==> src/rtl/wb_pkg.sv <==
// Shared types and constants for the writeback/register-file retire block.
package wb_pkg;

  localparam int unsigned DATA_W        = 32;
  localparam int unsigned NUM_ARCH_REGS = 15;

  typedef logic [3:0]        reg_idx_t;
  typedef logic [DATA_W-1:0] word_t;

  localparam reg_idx_t REG_PC = 4'd15;

endpackage

==> src/rtl/regfile_core.sv <==
// Architectural register storage R0-R14: one write port, two raw read ports.
// Reads of an index outside the array return zero; the top maps R15 itself.
module regfile_core
  import wb_pkg::NUM_ARCH_REGS;
#(
  parameter int unsigned DATA_W = 32
) (
  input  logic              clk_i,
  input  logic              rst_n_i,
  input  logic              we_i,
  input  logic [3:0]        waddr_i,
  input  logic [DATA_W-1:0] wdata_i,
  input  logic [3:0]        raddr1_i,
  input  logic [3:0]        raddr2_i,
  output logic [DATA_W-1:0] rdata1_o,
  output logic [DATA_W-1:0] rdata2_o
);

  logic [DATA_W-1:0] mem_q [NUM_ARCH_REGS];

  always_ff @(posedge clk_i) begin
    if (!rst_n_i) begin
      for (int i = 0; i < int'(NUM_ARCH_REGS); i++) begin
        mem_q[i] <= '0;
      end
    end else if (we_i && (32'(waddr_i) < NUM_ARCH_REGS)) begin
      mem_q[waddr_i] <= wdata_i;
    end
  end

  assign rdata1_o = (32'(raddr1_i) < NUM_ARCH_REGS) ? mem_q[raddr1_i] : '0;
  assign rdata2_o = (32'(raddr2_i) < NUM_ARCH_REGS) ? mem_q[raddr2_i] : '0;

endmodule

==> src/rtl/wb_regfile_retire.sv <==
// W-stage consumer: result select, register commit, decode read ports, PC redirect,
// retire counter and sticky illegal-R15-write flag. Define WB_BYPASS_EN for W->D bypass.
module wb_regfile_retire
  import wb_pkg::REG_PC;
#(
  parameter int unsigned DATA_W = 32,
  parameter int unsigned CNT_W  = 32
) (
  input  logic              clk,
  input  logic              reset,
  input  logic              PCSrcW,
  input  logic              RegWriteW,
  input  logic              MemtoRegW,
  input  logic [3:0]        RdW,
  input  logic [DATA_W-1:0] ALUResultW,
  input  logic [DATA_W-1:0] ReadDataW,
  input  logic [3:0]        RA1D,
  input  logic [3:0]        RA2D,
  input  logic [DATA_W-1:0] PCPlus8D,
  output logic [DATA_W-1:0] RD1D,
  output logic [DATA_W-1:0] RD2D,
  output logic [DATA_W-1:0] ResultW,
  output logic              PCRedirectW,
  output logic [DATA_W-1:0] PCTargetW,
  output logic [CNT_W-1:0]  RetireCount,
  output logic              IllegalWrErr
);

  logic              arr_we_c;
  logic [DATA_W-1:0] raw1_c;
  logic [DATA_W-1:0] raw2_c;
  logic              hit1_c;
  logic              hit2_c;
  logic [CNT_W-1:0]  cnt_q, cnt_d;
  logic              err_q, err_d;

  assign ResultW     = MemtoRegW ? ReadDataW : ALUResultW;
  assign PCRedirectW = PCSrcW;
  assign PCTargetW   = ResultW;

  // R15 is never stored; a PC write only redirects fetch.
  assign arr_we_c = RegWriteW && (RdW != REG_PC);

  regfile_core #(
    .DATA_W (DATA_W)
  ) u_core (
    .clk_i    (clk),
    .rst_n_i  (reset),
    .we_i     (arr_we_c),
    .waddr_i  (RdW),
    .wdata_i  (ResultW),
    .raddr1_i (RA1D),
    .raddr2_i (RA2D),
    .rdata1_o (raw1_c),
    .rdata2_o (raw2_c)
  );

`ifdef WB_BYPASS_EN
  assign hit1_c = RegWriteW && (RdW == RA1D);
  assign hit2_c = RegWriteW && (RdW == RA2D);
`else
  assign hit1_c = 1'b0;
  assign hit2_c = 1'b0;
`endif

  // R15 mapping wins over bypass, bypass wins over stored value.
  always_comb begin
    RD1D = raw1_c;
    RD2D = raw2_c;
    if (RA1D == REG_PC) begin
      RD1D = PCPlus8D;
    end else if (hit1_c) begin
      RD1D = ResultW;
    end
    if (RA2D == REG_PC) begin
      RD2D = PCPlus8D;
    end else if (hit2_c) begin
      RD2D = ResultW;
    end
  end

  always_comb begin
    cnt_d = cnt_q;
    err_d = err_q;
    if (RegWriteW || PCSrcW) begin
      cnt_d = cnt_q + CNT_W'(1);
    end
    if (RegWriteW && (RdW == REG_PC) && !PCSrcW) begin
      err_d = 1'b1;
    end
  end

  always_ff @(posedge clk) begin
    if (!reset) begin
      cnt_q <= '0;
      err_q <= 1'b0;
    end else begin
      cnt_q <= cnt_d;
      err_q <= err_d;
    end
  end

  assign RetireCount  = cnt_q;
  assign IllegalWrErr = err_q;

endmodule

==> config.mk <==
export PLATFORM = sky130hd
export DESIGN_NAME = wb_regfile_retire
export DESIGN_NICKNAME = d
export VERILOG_FILES = /design/src/rtl/wb_pkg.sv /design/src/rtl/regfile_core.sv /design/src/rtl/wb_regfile_retire.sv
export SDC_FILE = /design/constraint.sdc
export NUM_CORES = 1
export LEC_CHECK = 0
export CAP_MARGIN = 20
export CORE_UTILIZATION = 45
export DETAILED_ROUTE_END_ITERATION = 8
export PLACE_DENSITY_LB_ADDON = 0.15
export REMOVE_ABC_BUFFERS = 1
export SYNTH_ARGS = -nofsm -noshare
export SYNTH_HDL_FRONTEND = slang
export SYNTH_HIERARCHICAL = 1
export SYNTH_SLANG_ARGS = --single-unit
==> constraint.sdc <==
create_clock -name clk -period 5.4 [get_ports clk]
set_clock_uncertainty 0.1 [all_clocks]
set_input_delay 1.35 -clock clk [delete_from_list [all_inputs] [get_ports clk]]
set_output_delay 1.35 -clock clk [all_outputs]
set_load 0.01 [all_outputs]
# ---- After elaboration in Yosys (flattened, before gate mapping)
# Memory sizes are Yosys's and may differ from the RTL's.
# Cells that the tools add are included.
# W data, S select, Z words.
dict set report classes {
  n_addsub 1
  order_cmp 3
  eq_ne 4
  mux 12
  n_reduce_logical 7
}
# operator n
set ops {}
lappend ops {{$mux W32} 6}
lappend ops {{$add A32 B1 Y32 const B} 1}
lappend ops {{$reduce_or A32 Y1} 1}
lappend ops {{$eq A4 B4 Y1 const B} 3}
lappend ops {{$lt A4 B4 Y1 const B} 3}
lappend ops {{$mux W1} 5}
lappend ops {{$logic_and A1 B1 Y1} 4}
lappend ops {{$mux W4} 1}
lappend ops {{$ne A4 B4 Y1 const B} 1}
lappend ops {{$logic_not A1 Y1} 1}
lappend ops {{$logic_or A1 B1 Y1} 1}
dict set report totals {
  ff_bits 33
  ramBits 480
  output_inout_bits 162
  wordCells 30
  mem_count 1
}
# memory words width rd rd_ports_with_merged_regs wr line_no
set mem_list {}
lappend mem_list {u_core.mem_q 15 32 2 0 15 regfile_core.sv:19} ;# logic [DATA_W-1:0] mem_q [NUM_ARCH_REGS];

# ---- Depth between registers and ports, before layout
dict set report depth {
  word_depth 8
  ltp_mapped 9
  depth_no_buf 6
}

# ---- Hierarchy
# Netlist, hierarchy kept.
# mod n_inst cells_each area_each_um2 seq_area_each_um2
set by_module_without_submodules {}
lappend by_module_without_submodules {regfile_core 1 1840 25525.7 14413.8}
lappend by_module_without_submodules {wb_regfile_retire 1 328 2945.3 660.6}

# ---- Worst setup path before layout
# OpenSTA, ideal clock, no wires.
dict set report synth_path {
  path_type {input-to-reg}
  startpoint {in RdW[3]}
  endpoint {mem u_core.mem_q[8][0], enable pin}
  arrival_ns 4.430
  path_slack_ns 0.404
  stages 6
  path_buffers 1
  path_cell_list {nand4_1 > and2_1 > nand2_1 > or3_1 > buf_6 > o21ai_0}
}
# item line_no
set synth_rtl {}
lappend synth_rtl {{start, declared} wb_regfile_retire.sv:14} ;# input logic [3:0] RdW,
lappend synth_rtl {{end, declared} regfile_core.sv:19}

# ---- Final worst setup path
dict set report layout_path {
  startpoint {in RA1D[1]}
  endpoint {out RD1D[27]}
}
dict set report layout_between {
  elab_chain_cells 3
  word_cells_on_any_way 5
}
# item line_no
set layout_rtl {}
lappend layout_rtl {{start, declared} wb_regfile_retire.sv:17} ;# input logic [3:0] RA1D,
lappend layout_rtl {{$mem_v2 Z15 W32 or $lt A4 B4 Y1 (tied branches)} --}
lappend layout_rtl {{$mux W32 (*)} regfile_core.sv:31} ;# assign rdata1_o = (32'(raddr1_i) < NUM_ARCH_REGS) ? mem_q[raddr1_i] : '0;
lappend layout_rtl {{net raw1_c[27]} wb_regfile_retire.sv:30} ;# logic [DATA_W-1:0] raw1_c;
lappend layout_rtl {{$mux W32 (*)} wb_regfile_retire.sv:70} ;# if (RA1D == REG_PC) begin
lappend layout_rtl {{end, declared} wb_regfile_retire.sv:20} ;# output logic [DATA_W-1:0] RD1D,
# The timed path passes the listed nets; every way through them passes the cells marked *.

==> metrics.csv <==
metric,value,unit
Worst Path Required,3950,ps
Max VDD drop,0.000253,V
antenna violations before repair,4,
Sink Count,513,
"flops & latches, synth",513,
register area share after synthesis,52.9,%
"FFs w/ async S/R, synth",0,%
first-pass GRT wire length,130000,um
Worst Setup End Kind,primary output,
Layout Area Growth over Synthesis,20.3,%
clock latency on the worst-skew pair,610,ps
Final setup viols,0,
gpl congestion,0.829,
Final Max Tran Viols,0,
Synth Instances,2168,
Synth cell types,51,
syn_area_per_cell,13.1,um2
Clock Path Buffers,3,
ys flop type,edfxtp_1,
critical path depth,8,
RSZ-0062 raised after global routing,false,
CP max stage cell,clkdlybuf4s50_1,
"top cells by count, synth","480 x edfxtp_1, 476 x and2_1, 161 x mux2i_1",
CP Buf/Inv Count,4,
worst path cell trace,buf_8 > buf_12 > buf_12 > mux2_2 > a221oi_1 > o21ai_0 > mux2_2 > clkdlybuf4s50_1,
n_diodes,0,
pwr dens,290,nW/um2
Pre-antenna DRT Iters,5,
share of layout cells above drive strength 1,20.4,%
DR WL/cell,27.7,um
min cycle time layout,5220,ps
worst reg2reg path depth,5,
f_max,0.191,GHz
worst slew pin tran,1020,ps
"Largest stage delay, worst path",510,ps
Die H,254,um
share of the synthesized area in the top cell type,50.6,%
largest net degree at the start of global routing,46,
DRC violations left,0,
IO Count,275,
worst hold path type,register to register,
I/O Buffers,274,
"count leader, synth",edfxtp_1,
initial DRC count,1910,
clock root buffer,clkbuf_16,
Routed Antenna Nets,0,
Post-synth EDFFs,480,
final period utilization,96.7,%
outcome,completed,
vias in the first global route,20090,
final worst slack,176,ps
CTS tree,done,
cell area after synthesis,28500,um2
Routed WL,90100,um
synth top area cells,"edfxtp_1 51%, and2_1 10%, mux4_2 10%",
Pleak,12.1,nW
Final Hold Slack,396,ps
Critical Setup Path Class,input pin to primary output,
gr usage total,27.9,%
CP startpoint kind,input pin,
# Max-Cap Violations,0,
H-tree levels,2,
Yosys warnings,6,
Cell Rows,91,
core area,62100,um2
DP HPWL,55200,um
final hold viol count,0,
Num CTS Buffers,57,
Top delay family on crit path,buffers and inverters,
fin util,55.2,%
Die ar.,64300,um2
Vias/cell,6.11,
"area leader, netlist",edfxtp_1,
Worst-path clk slew,60,ps
GRT overflow,0,
crit path max fanout,22,
via count,19898,
hold path cells,2,
Worst slew margin,31.7,%
"worst slack, placed",-148,ps
Crit path arrival time,3770,ps
Die W,254,um
initial core utilization,45.9,%
Final Net Count,2486,
kinds of logic after synthesis:
group / synth area share (%)
simple gates: 13.5
flops: 52.9
mux: 20.9
compound gates: 7.70
buf+inv: 4.66
xor+xnor: 0.246
fa+ha+maj: 0.0439
layout make-up:
class / instances / area (um2)
well taps: 837 / 1050
multi-input cells: 1375 / 12300
fillers: 5008 / 27800
clock inverters: 21 / 126
inverters: 41 / 154
flip-flops and latches: 513 / 15100
clock buffers: 85 / 1650
repair buffers: 384 / 3940
layout by cell type, fill, tap and decap left out, drive strengths merged, types with 26 or more instances in the layout:
| cell | netlist | final |
|---|---|---|
| o21ai | 53 | 53 |
| dfxtp | 33 | 33 |
| edfxtp | 480 | 480 |
| a221oi | 30 | 30 |
| mux4 | 129 | 129 |
| o221ai | 32 | 32 |
| inv | 41 | 43 |
| o211ai | 32 | 32 |
| a22oi | 61 | 61 |
| clkdlybuf4s50 | 0 | 266 |
| nand2 | 50 | 50 |
| nor2 | 26 | 26 |
| clkbuf | 145 | 85 |
| mux2 | 127 | 127 |
| o22ai | 62 | 62 |
| buf | 94 | 117 |
| and2 | 482 | 482 |
| mux2i | 161 | 161 |
state kept, by name, summed over array words and instances (netlist names):
| signal | flops |
|---|---|
| IllegalWrErr | 1 |
| u_core/mem_q | 480 |
| RetireCount | 32 |
timing repair:
| action | 4_1_cts | 5_1_grt |
|---|---|---|
| endpoints found under the setup margin | 13 | 10 |
| hold buffers | 0 | 0 |
| hold endpoints to repair | 0 | 0 |
| setup buffers | 2 | 0 |
| pin swaps | 1 | 0 |
| gates resized for setup | 0 | 1 |
report_power, final:
part	switching (mW)	total, mW	internal, mW
clock network	1.60	3.75	2.15
logic	0.795	1.53	0.737
registers	0.107	4.67	4.56
total	2.50	9.95	7.45
metal layers:
metal  track usage (%)  part of all wire (%)
met1              37.8                    41
met3              5.64                   9.0
met5                 0                     0
met2              44.4                    46
met4              10.4                   3.6
worst reg2reg max path, cell delays in order, from the launching register on:
cell	delay (ps)
dfxtp_1	390
ha_1	200
o2111ai_1	280
or3_1	680
or4_1	600
a21oi_1	150
per-stage QoR:
step,total power [mW],area (um2),TNS (ps),cells
global placement,6.24,32500,-165,3148
global route,10.3,34300,0,3256
finish,9.95,34300,0,3256
detailed placement,6.27,32500,-783,3148
CTS,10.0,34300,0,3256
floorplan,5.43,27300,0,1929
path summary, 6_finish.rpt:
check	startpoint	slack, ps	endpoint
max reg2reg	RetireCount[0]$_SDFFE_PN0P_	2900	RetireCount[22]$_SDFFE_PN0P_
min	IllegalWrErr$_SDFFE_PN0P_	400	IllegalWrErr$_SDFFE_PN0P_
min reg2reg	IllegalWrErr$_SDFFE_PN0P_	400	IllegalWrErr$_SDFFE_PN0P_
max	RA1D[1]	180	RD1D[27]
Power figures use the tool's default switching activity.
